[config.mk]
export PLATFORM = sky130hd
export DESIGN_NAME = register_read_arbiter
export DESIGN_NICKNAME = d
export VERILOG_FILES = /design/src/rtl/register_read_arbiter.sv
export SDC_FILE = /design/constraint.sdc
export NUM_CORES = 1
export LEC_CHECK = 0
export ABC_AREA = 1
export BUFFER_PORTS_ARGS = -buffer_cell sky130_fd_sc_hd__buf_4
export CORE_UTILIZATION = 49
export CTS_BUF_LIST = sky130_fd_sc_hd__clkbuf_4 sky130_fd_sc_hd__clkbuf_8
export DETAILED_ROUTE_END_ITERATION = 12
export GPL_TIMING_DRIVEN = 0
export PLACE_DENSITY = 0.86
export SYNTH_ARGS = -nofsm -noshare
export SYNTH_HDL_FRONTEND = slang
export SYNTH_SLANG_ARGS = --single-unit
export TNS_END_PERCENT = 1
[constraint.sdc]
create_clock -name axis_aclk -period 2.3 [get_ports axis_aclk]
set_input_delay 0.23 -clock axis_aclk [delete_from_list [all_inputs] [get_ports axis_aclk]]
set_output_delay 0.23 -clock axis_aclk [all_outputs]
set_load 0.05 [all_outputs]
[src/rtl/register_read_arbiter.sv]
// register_read_arbiter: round-robin sharing of the register file's single
// internal read port between NUM_CLIENTS requesters in the axis_aclk domain.
// Optional build macro REG_ARB_RANGE_CHECK_EN: when defined, latched
// addresses >= ENTRIES are not read and the response carries rsp_err=1.
`timescale 1ns/1ps
module register_read_arbiter #(
    parameter int NUM_CLIENTS = 2,
    parameter int ENTRIES     = 12,
    parameter int DATA_WIDTH  = 32,
    parameter int ADDR_W      = $clog2(ENTRIES)
) (
    input  logic                          axis_aclk,
    input  logic                          mod_rstn,
    input  logic [NUM_CLIENTS-1:0]        req_valid,
    input  logic [NUM_CLIENTS*ADDR_W-1:0] req_addr,
    output logic [NUM_CLIENTS-1:0]        req_ready,
    output logic [NUM_CLIENTS-1:0]        rsp_valid,
    output logic [DATA_WIDTH-1:0]         rsp_data,
    output logic                          rsp_err,
    output logic                          internal_read,
    output logic [ADDR_W-1:0]             internal_reg_addr,
    input  logic [DATA_WIDTH-1:0]         internal_reg_out
);

    localparam int IDX_W = $clog2(NUM_CLIENTS);

    typedef enum logic {
        IDLE = 1'b0,
        READ = 1'b1
    } state_t;

    state_t            state;
    state_t            state_next;
    logic [IDX_W-1:0]  last_grant;
    logic [IDX_W-1:0]  win_idx_p0;
    logic [ADDR_W-1:0] win_addr_p0;
    logic [IDX_W-1:0]  pick_idx;
    logic [ADDR_W-1:0] pick_addr;
    logic              pick_found;
    logic [IDX_W-1:0]  rr_cand;
    int                rr_sum;
    logic              addr_ok;

    // Round-robin search starting one past the last granted client
    always_comb begin
        pick_found = 1'b0;
        pick_idx   = '0;
        rr_sum     = 0;
        rr_cand    = '0;
        for (int off = 1; off <= NUM_CLIENTS; off++) begin
            rr_sum = int'(last_grant) + off;
            if (rr_sum >= NUM_CLIENTS) begin
                rr_sum = rr_sum - NUM_CLIENTS;
            end
            rr_cand = IDX_W'(rr_sum);
            if (!pick_found && req_valid[rr_cand]) begin
                pick_found = 1'b1;
                pick_idx   = rr_cand;
            end
        end
    end

    // Select the winning client's address slice
    always_comb begin
        pick_addr = '0;
        for (int i = 0; i < NUM_CLIENTS; i++) begin
            if (pick_idx == IDX_W'(i)) begin
                pick_addr = req_addr[i*ADDR_W +: ADDR_W];
            end
        end
    end

`ifdef REG_ARB_RANGE_CHECK_EN
    assign addr_ok = (int'(win_addr_p0) < ENTRIES);
`else
    assign addr_ok = 1'b1;
`endif

    // FSM state register
    always_ff @(posedge axis_aclk or negedge mod_rstn) begin
        if (!mod_rstn) begin
            state <= IDLE;
        end else begin
            state <= state_next;
        end
    end

    // Next state: one READ per accepted request, then back to arbitration
    always_comb begin
        state_next = state;
        case (state)
            IDLE:    if (pick_found) state_next = READ;
            READ:    state_next = IDLE;
            default: state_next = IDLE;
        endcase
    end

    // Read-port and accept outputs are only active during READ
    always_comb begin
        req_ready         = '0;
        internal_read     = 1'b0;
        internal_reg_addr = '0;
        if (state == READ) begin
            internal_read     = addr_ok;
            internal_reg_addr = win_addr_p0;
            for (int i = 0; i < NUM_CLIENTS; i++) begin
                req_ready[i] = (win_idx_p0 == IDX_W'(i));
            end
        end
    end

    // Latch the winner in IDLE and remember it as last grant after READ
    always_ff @(posedge axis_aclk or negedge mod_rstn) begin
        if (!mod_rstn) begin
            win_idx_p0 <= '0;
            last_grant <= IDX_W'(NUM_CLIENTS - 1);
        end else begin
            if (state == IDLE && pick_found) begin
                win_idx_p0 <= pick_idx;
            end
            if (state == READ) begin
                last_grant <= win_idx_p0;
            end
        end
    end

    // Latch the winner's address so later address changes cannot affect READ
    always_ff @(posedge axis_aclk) begin
        if (state == IDLE && pick_found) begin
            win_addr_p0 <= pick_addr;
        end
    end

    // Response stage: capture read data at the end of READ, pulse valid next cycle
    always_ff @(posedge axis_aclk or negedge mod_rstn) begin
        if (!mod_rstn) begin
            rsp_valid <= '0;
            rsp_data  <= '0;
            rsp_err   <= 1'b0;
        end else begin
            rsp_valid <= req_ready;
            if (state == READ) begin
                rsp_data <= addr_ok ? internal_reg_out : '0;
                rsp_err  <= !addr_ok;
            end
        end
    end

endmodule

==> results.cfg <==
[outcome]
status = complete, no violations

[global_route]
grt_pass1_vias = 1391
globalRoute.busiestLayer = met2
antenna_found_initial = 0
use_met2_pct = 38.2
grt-ovfl-total = 0
grtUsageMet3_pct = 5.68
grt_use_total_pct = 22.2
grt_pass1_wl_um = 5710
grt_max_degree = 38
use_met1_pct = 25.3

[sta]
timing.fmax_ghz = 0.602
finalSetupViolCount = 0
finClkSkew_ps = 13.0
maxSlewViolCount = 0
fin_crit_sh_pct = 72.2
setup_ws_ps = 640
fin_setup_tns_ps = 0
rsz0062_at_grt = no
fin_crit_ps = 1660
finalHoldViolations = 0

[placement]
dp_hpwl_um = 2650
portBuffers = 84
gp_congestion = 0.744
preCtsSetupSlack_ps = 1010
dpl-instance-area_um2 = 2310

[floorplanning]
rows = 20
initial_utilization_pct = 52.3
core_area_um2 = 3100
die_x_um = 59.6
die_h_um = 59.6
fp.dieArea_um2 = 3550
ios = 86

[finish]
syn2layout_area_growth_pct = 47.8
drive_gt1_share_pct = 37.5
nFillCells = 239
stdcell_area_um2 = 2400
fin_nets = 315
diodes = 0

[route]
drtIter0Drc = 72
vias = 1447
drc = 0
viasPerCell = 4.58
ant_nets = 0
routedWlPerCell_um = 10.9
drt-pass1-iter-count = 4
routed_wl_um = 3450

[clock_network]
cts_tree = done
cts_setup_buffers = 0
clk_latency_ps = 340
cts.repair.resized = 0
clock-root-buffer = clkbuf_4
cts-buffers-inserted = 5
cts_max_level = 2
cts_sinks = 41
clk_pin_slew_ps = 120
clk_path_buf_depth = 2

[critical_path]
r2r_slack_ps = 1130
reg2reg_depth = 3
startpoint_type = register
worstReg2RegEnd = win_addr_p0[2]$_DFFE_PP_
crit_chain = inv_2, buf_2, nor2_1, buf_4
cp_slowest_cell = dfrtp_1
crit_type = register to output pin
cp_max_fo = 10
cp.arrival_ps = 1430
slowest_delay_ps = 440
r2r_start = state$_DFF_PN0_
cp_data_required_time_ps = 2070
end_kind = output pin

[yosys]
synthCells = 179
yosys_register_bits = 41
synth_fp_nets = 223
netlist_area_um2 = 1620
synth_area_per_cell_um2 = 9.07
yosysSeqAreaShare_pct = 64.5
ys_warn_count = 0
synth_cell_type_count = 14

[power_and_ir_drop]
power.density_nw_per_um2 = 958
leakage_nw = 1.40
peakVddDrop_v = 0.000609

[hold_path]
min-delay-path-class = primary input to register
whs_endpoint = rsp_data[1]$_DFFE_PN0P_
hold_depth = 3
hp-start = internal_reg_out[1]

[run]
drv_cap = 0
==> synth_stat cells (all sizes together) <==
| cell | instances | area share [%] |
|---|---|---|
| edfxtp | 4 | 7.4 |
| nand2 | 115 | 27 |
| o21ai | 1 | 0.31 |
| nor2 | 1 | 0.23 |
| dfrtp | 36 | 55 |
| conb | 1 | 0.23 |
| inv | 7 | 1.6 |
| nand3 | 5 | 1.5 |
| buf | 8 | 5.0 |
| dfstp | 1 | 1.6 |
==> flip-flops by register name (all words and copies together), names as in the netlist <==
register	cells
last_grant	1
win_addr_p0	4
win_idx_p0	1
rsp_valid	2
rsp_data	32
state	1
==> layer usage <==
| layer | wire (um) | share of wire, % |
|---|---|---|
| met1 | 1400 | 40 |
| met5 | 0 | 0 |
| met4 | 71 | 2.1 |
| met3 | 225 | 6.5 |
| met2 | 1760 | 51 |
==> report_power, final <==
part	total, W	internal (W)	leakage, nW	switching [W]
logic	0.000915	0.000282	0.860	0.000634
clock network	0.000460	0.000240	0.0456	0.000221
registers	0.000924	0.000860	0.490	0.0000646
total	0.00230	0.00138	1.40	0.000919
==> through the flow <==
step	hold slack [ps]	utilization, %	cells	total power, W
4_1_cts	56.3	77.3	316	0.00232
3_5_place_dp	212	74.4	307	0.00186
3_3_place_gp	209	74.4	307	0.00184
2_1_floorplan	-65.6	-	179	0.00154
6_report	72.5	77.3	316	0.00230
5_1_grt	55.4	77.3	316	0.00242
==> cell families (layout without fill, tap and decap cells) <==
group	count (synthesis)	count (layout)	synth area share, %
AOI/OAI and AO/OA	1	1	0.308
buffers and inverters	15	108	6.62
DFF	41	41	64.5
other	1	1	0.231
and+or+nand+nor	121	121	28.4
==> final cells by class <==
type	instances	area, um^2	area share [%]
multi-input cells	123	469	19.6
clock inverters	2	35.0	1.46
inverters	7	26.3	1.09
repair buffers	85	641	26.7
clock buffers	6	45.0	1.88
flip-flops and latches	41	1050	43.6
plain buffers	8	81.3	3.39
well taps	44	55.1	2.29
==> worst max-delay path: cells and delay by family, from the launching register on <==
kind	cells	cell delay (ps)
simple gates	1	80
flops	1	440
buf+inv	3	570
==> repair_timing <==
item | in CTS | in global routing
endpoints found under the setup margin | 0 | 0
endpoints found under the hold margin | 36 | 0
hold buffers | 1 | 0
==> cells in the final DEF (no fill, tap or decap), drive strengths merged, types with 4 or more instances in the layout <==
cell	instances
dfrtp	36
inv	7
nand2	115
nand3	5
clkbuf	6
edfxtp	4
buf	92
==> worst max path at each step <==
stage	from	to	slack, ps	depth (start not counted)
after global routing	state$_DFF_PN0_	req_ready[0]	540	4
after global placement	state$_DFF_PN0_	req_ready[0]	1030	4
after CTS	state$_DFF_PN0_	req_ready[0]	610	4
final	state$_DFF_PN0_	req_ready[0]	640	4
after floorplan	state$_DFF_PN0_	req_ready[0]	410	3
after detailed placement	state$_DFF_PN0_	req_ready[0]	1010	4
Note: power is estimated with default switching activity, not from simulation.
